--- src/rtl/elastic_pipe_buffer_pkg.sv ---
// Purpose: shared helpers for the elastic pipe buffer parameter checks.
// Latency: none (elaboration-time functions only).
// Backpressure: not applicable.
package elastic_pipe_buffer_pkg;

   // True when v is a power of two and at least 2 (valid FIFO depth).
   function automatic bit is_pow2(input int v);
      return (v >= 2) && ((v & (v - 1)) == 0);
   endfunction

endpackage

--- src/rtl/fifo_regfile.sv ---
// Purpose: storage array for the elastic pipe buffer, 1 write / 1 read port.
// Latency: write lands at the rising edge; read is combinational from the array.
// Backpressure: none; the owner gates we.
// Ports: clk, we/waddr/wdata (clocked write), raddr/rdata (asynchronous read).
module fifo_regfile #(
   parameter int WIDTH = 32,
   parameter int DEPTH = 4
) (
   input  logic                     clk,
   input  logic                     we,
   input  logic [$clog2(DEPTH)-1:0] waddr,
   input  logic [WIDTH-1:0]         wdata,
   input  logic [$clog2(DEPTH)-1:0] raddr,
   output logic [WIDTH-1:0]         rdata
);

   // Contents are deliberately not reset; count/out_valid qualify them.
   logic [WIDTH-1:0] mem [DEPTH];

   always_ff @(posedge clk) begin
      if (we) begin
         mem[waddr] <= wdata;
      end
   end

   assign rdata = mem[raddr];

endmodule

--- src/rtl/elastic_pipe_buffer.sv ---
// Purpose: first-word-fall-through FIFO decoupling two valid/ready pipeline stages.
// Latency: a word pushed at edge N is visible on out_data with out_valid after edge N.
// Backpressure: in_ready drops when DEPTH words are held; depends on state only.
// Ports: clk, reset (async high), clear (sync flush), in_valid/in_ready/in_data,
//        out_valid/out_ready/out_data, count (occupancy), almost_full (count >= AF_LEVEL).
module elastic_pipe_buffer
   import elastic_pipe_buffer_pkg::*;
#(
   parameter int WIDTH    = 32,
   parameter int DEPTH    = 4,
   parameter int AF_LEVEL = DEPTH - 1
) (
   input  logic                     clk,
   input  logic                     reset,
   input  logic                     clear,
   input  logic                     in_valid,
   output logic                     in_ready,
   input  logic [WIDTH-1:0]         in_data,
   output logic                     out_valid,
   input  logic                     out_ready,
   output logic [WIDTH-1:0]         out_data,
   output logic [$clog2(DEPTH):0]   count,
   output logic                     almost_full
);

   localparam int ADDR_W = $clog2(DEPTH);
   localparam int CNT_W  = ADDR_W + 1;

   generate
      if (!is_pow2(DEPTH)) begin : g_depth_chk
         $error("elastic_pipe_buffer: DEPTH must be a power of two >= 2");
      end
      if ((AF_LEVEL < 1) || (AF_LEVEL > DEPTH)) begin : g_af_chk
         $error("elastic_pipe_buffer: AF_LEVEL must lie in 1..DEPTH");
      end
   endgenerate

   logic [ADDR_W-1:0] wr_ptr;
   logic [ADDR_W-1:0] rd_ptr;
   logic [CNT_W-1:0]  cnt_q;
   logic              push;
   logic              pop;

   assign in_ready    = !reset && (cnt_q != CNT_W'(DEPTH));
   assign out_valid   = (cnt_q != '0);
   assign push        = in_valid && in_ready;
   assign pop         = out_valid && out_ready;
   assign count       = cnt_q;
   assign almost_full = (cnt_q >= CNT_W'(AF_LEVEL));

   // Pointers wrap modulo DEPTH for free since DEPTH is a power of two.
   // clear wins over any handshake in the same cycle.
   always_ff @(posedge clk or posedge reset) begin
      if (reset) begin
         wr_ptr <= '0;
         rd_ptr <= '0;
         cnt_q  <= '0;
      end else if (clear) begin
         wr_ptr <= '0;
         rd_ptr <= '0;
         cnt_q  <= '0;
      end else begin
         if (push) begin
            wr_ptr <= wr_ptr + 1'b1;
         end
         if (pop) begin
            rd_ptr <= rd_ptr + 1'b1;
         end
         case ({push, pop})
            2'b10:   cnt_q <= cnt_q + 1'b1;
            2'b01:   cnt_q <= cnt_q - 1'b1;
            default: cnt_q <= cnt_q;
         endcase
      end
   end

   // A word offered during clear is dropped, so its write is suppressed too.
   fifo_regfile #(
      .WIDTH (WIDTH),
      .DEPTH (DEPTH)
   ) u_regfile (
      .clk   (clk),
      .we    (push && !clear),
      .waddr (wr_ptr),
      .wdata (in_data),
      .raddr (rd_ptr),
      .rdata (out_data)
   );

endmodule

--- config.mk ---
export PLATFORM = sky130hd
export DESIGN_NAME = elastic_pipe_buffer
export DESIGN_NICKNAME = d
export VERILOG_FILES = /design/src/rtl/elastic_pipe_buffer_pkg.sv /design/src/rtl/fifo_regfile.sv /design/src/rtl/elastic_pipe_buffer.sv
export SDC_FILE = /design/constraint.sdc
export NUM_CORES = 1
export LEC_CHECK = 0
export BUFFER_PORTS_ARGS = -buffer_cell sky130_fd_sc_hd__buf_2
export CAP_MARGIN = 15
export CORE_ASPECT_RATIO = 2
export CORE_MARGIN = 4
export CORE_UTILIZATION = 60
export CTS_CLUSTER_DIAMETER = 30
export DETAILED_ROUTE_END_ITERATION = 12
export HOLD_SLACK_MARGIN = 0.15
export PLACE_DENSITY = 0.8
export SYNTH_ARGS = -nofsm -noshare
export SYNTH_HDL_FRONTEND = slang
export SYNTH_HIERARCHICAL = 1
export SYNTH_SLANG_ARGS = --single-unit
--- constraint.sdc ---
create_clock -name clk -period 11.36 [get_ports clk]
set_input_delay 1.136 -clock clk [delete_from_list [all_inputs] [get_ports clk]]
set_output_delay 1.136 -clock clk [all_outputs]
set_load 0.01 [all_outputs]
==> run metrics <==
status=complete, no violations; internal power=0.00103 W; gr usage total=19.7%; most frequent cells in the layout=edfxtp_1 (128), buf_2 (74), mux4_2 (30); Post-Syn Area=5140 sq um; crit path time final=3.43 ns; Setup CP Type=flip-flop to output pin; initial DRC count=235; core outline area=8350 sq um; CP peak stage delay=0.66 ns; H-tree levels=4; clock power share=41.6%; period utilization=30.2%; worst vdd ir=0.178 mV; register area share after synthesis=78.1%; vias per inst=5.77; chip width=73.5 microns; number of max-cap violations=0; CP startpoint kind=flip-flop; Slew Limit Fails=0; relative slew slack=42.6%; Final Net Count=339; share of layout cells above drive strength 1=47.1%; Cells after DPL=380; clk_skew=0.0115 ns; gr ovfl total=0; Comb pwr share=14.5%; RR Endpoint=u_regfile/mem[1][22]; RePlAce Congestion=0.787; post-detail-place hpwl=5330 microns; worst-path cell chain=buf_4 -> mux4_1 -> buf_2; fin cells=412; Pwr Density=216 nW/um^2; cells on worst reg2reg path=4; RSZ-0062 raised after global routing=no; Reg2Reg Launch Point=count[2]; Critical Path Sink=out_data[0]; Clk pin slew, worst setup/hold paths=0.05 ns; CTS Root Cell=clkbuf_16; die height=139 microns; part of the power in registers=43.9%; post-route DRC violation count=0; first-pass GRT wire length=14,200 microns; pin count of the biggest net entering global routing=33; postcts setup bufs=0; FP Rows=47; Synth Instances=213; Worst path slowest cell=dfrtp_2; Setup Total Neg Slack=0 ns; Bufs on Longest Clock Path=2; CP Launch Point=rd_ptr[0]; sw power=0.000305 W; post-CTS sizing=0; 1st-pass router iterations=6; IO Pins=75; Fin. Hold Viols=0; Area growth, synth to finish=20.3%; Worst EP required=10.22 ns; clock sinks=135; antenna violations before repair=0; CP endpoint kind=output pin; clock latency on the worst-skew pair=0.41 ns; Syn Area/Cell=24.2 sq um; CTS Buf Count=17; crit-path max FO=20; per-cell routed wire length=21.6 microns; Seq cells post-synth=135; Min-Delay Path Class=flip-flop to flip-flop; CP arrival=2.30 ns; IO buf count=74; vias in the first global route=2,549; CTS tree=built; Pleak=2.17 nW; hold_buf cts=0; switching part of the total=22.9%; die area=10,200 sq um; via count=2,377; Worst Hold Depth=2; Syn. warnings=6; R2R setup slack=8.97 ns; Ant. Diodes=0; commonest non-fill, non-tap cell in the layout=edfxtp_1; hold_sp=wr_ptr[1]; Worst Max-Slew Pin Slew=0.861 ns; post-synth cell types=33; initial core utilization=61.6%; setup violators final=0; post-synthesis net count=251; Routed Antenna Nets=0; Max Clk Rate=291 MHz; routed wire length=8900 microns
[cell type report]
class,count,area [sq um]
clock inverters,14,181
repair buffers,77,393
inverters,1,3.75
clock buffers,18,429
flip-flops and latches,135,4020
multi-input cells,69,1040
fillers,480,2160
well taps,98,123
[synthesized netlist by cell type]
library cell  instances  area (sq um)
nor3b_4               1          18.8
nand3b_1              1          7.51
mux2_4                1          15.0
nor2b_1               3          18.8
or3_4                 1          11.3
mux2i_1               1          10.0
and3b_1               2          17.5
mux4_1                2          52.6
nand2_1               1          3.75
clkbuf_1              1          3.75
xnor2_1               2          17.5
and4bb_2              1          12.5
nand2b_1              2          12.5
nand3_1               1          5.00
and3_1                1          6.26
buf_12                3          60.1
xor2_2                1          16.3
edfxtp_1            128          3840
dfrtp_1               7           175
nor3b_2               1          12.5
fa_1                  1          20.0
inv_1                 1          3.75
a21o_1                1          7.51
buf_6                 1          11.3
mux4_2               30           676
xor2_1                2          17.5
nor3b_1               1          7.51
nor2_1                8          30.0
nor3_1                1          5.00
nand2_4               1          11.3
mux2_2                1          11.3
buf_2                 3          15.0
a2bb2oi_1             1          8.76
[layer usage]
layer  track usage (%)  wire [microns]  up-vias
li1                  -               -     1069
met1              24.8            3450     1233
met2              31.1            4930       71
met3              7.04             447        4
met4              7.16              68        0
met5                 0               0        -
[per-stage QoR]
stage	util (%)	hold slack, ns	total power [W]	area (sq um)	setup slack (ns)
after global routing	74.1	0.662	0.00139	6190	7.75
after global placement	66.8	0.585	0.000790	5580	8.30
after floorplan	-	0.546	0.000735	5140	6.82
after detailed placement	66.8	0.606	0.000794	5580	8.27
after CTS	74.1	0.617	0.00135	6190	7.84
final	74.1	0.610	0.00133	6190	7.93
[sequential cells by signal, indices dropped and copies added, names as in the netlist]
name           count
count              3
rd_ptr             2
u_regfile/mem    128
wr_ptr             2
[kinds of logic (layout without fill, tap and decap cells)]
kind of cell    Yosys count  in the layout  synth area share, %
flops                   135            135                 78.1
xor+xnor                  5              5                0.997
buf+inv                   9            110                 1.82
compound gates            2              2                0.316
simple gates             26             26                 3.50
mux                      35             35                 14.9
fa+ha+maj                 1              1                0.389
[worst min path at each step]
stage,to
finish,wr_ptr[1]
global route,wr_ptr[1]
CTS,wr_ptr[1]
detailed placement,wr_ptr[1]
global placement,wr_ptr[1]
floorplan,rd_ptr[0]
[worst max-delay path, delay by kind of cell (launching register included)]
kind | cells | cell delay (ns)
buf+inv | 2 | 0.60
flops | 1 | 0.66
mux | 1 | 0.61
[power groups by stage]
stage	Combinational (W)	Clock, W	Sequential [W]
6_report	0.000194	0.000555	0.000587
4_1_cts	0.000198	0.000564	0.000587
5_1_grt	0.000211	0.000589	0.000590
2_1_floorplan	0.000146	0	0.000588
3_3_place_gp	0.000195	0	0.000595
3_5_place_dp	0.000197	0	0.000597
Note: power is estimated with default switching activity, not from simulation.
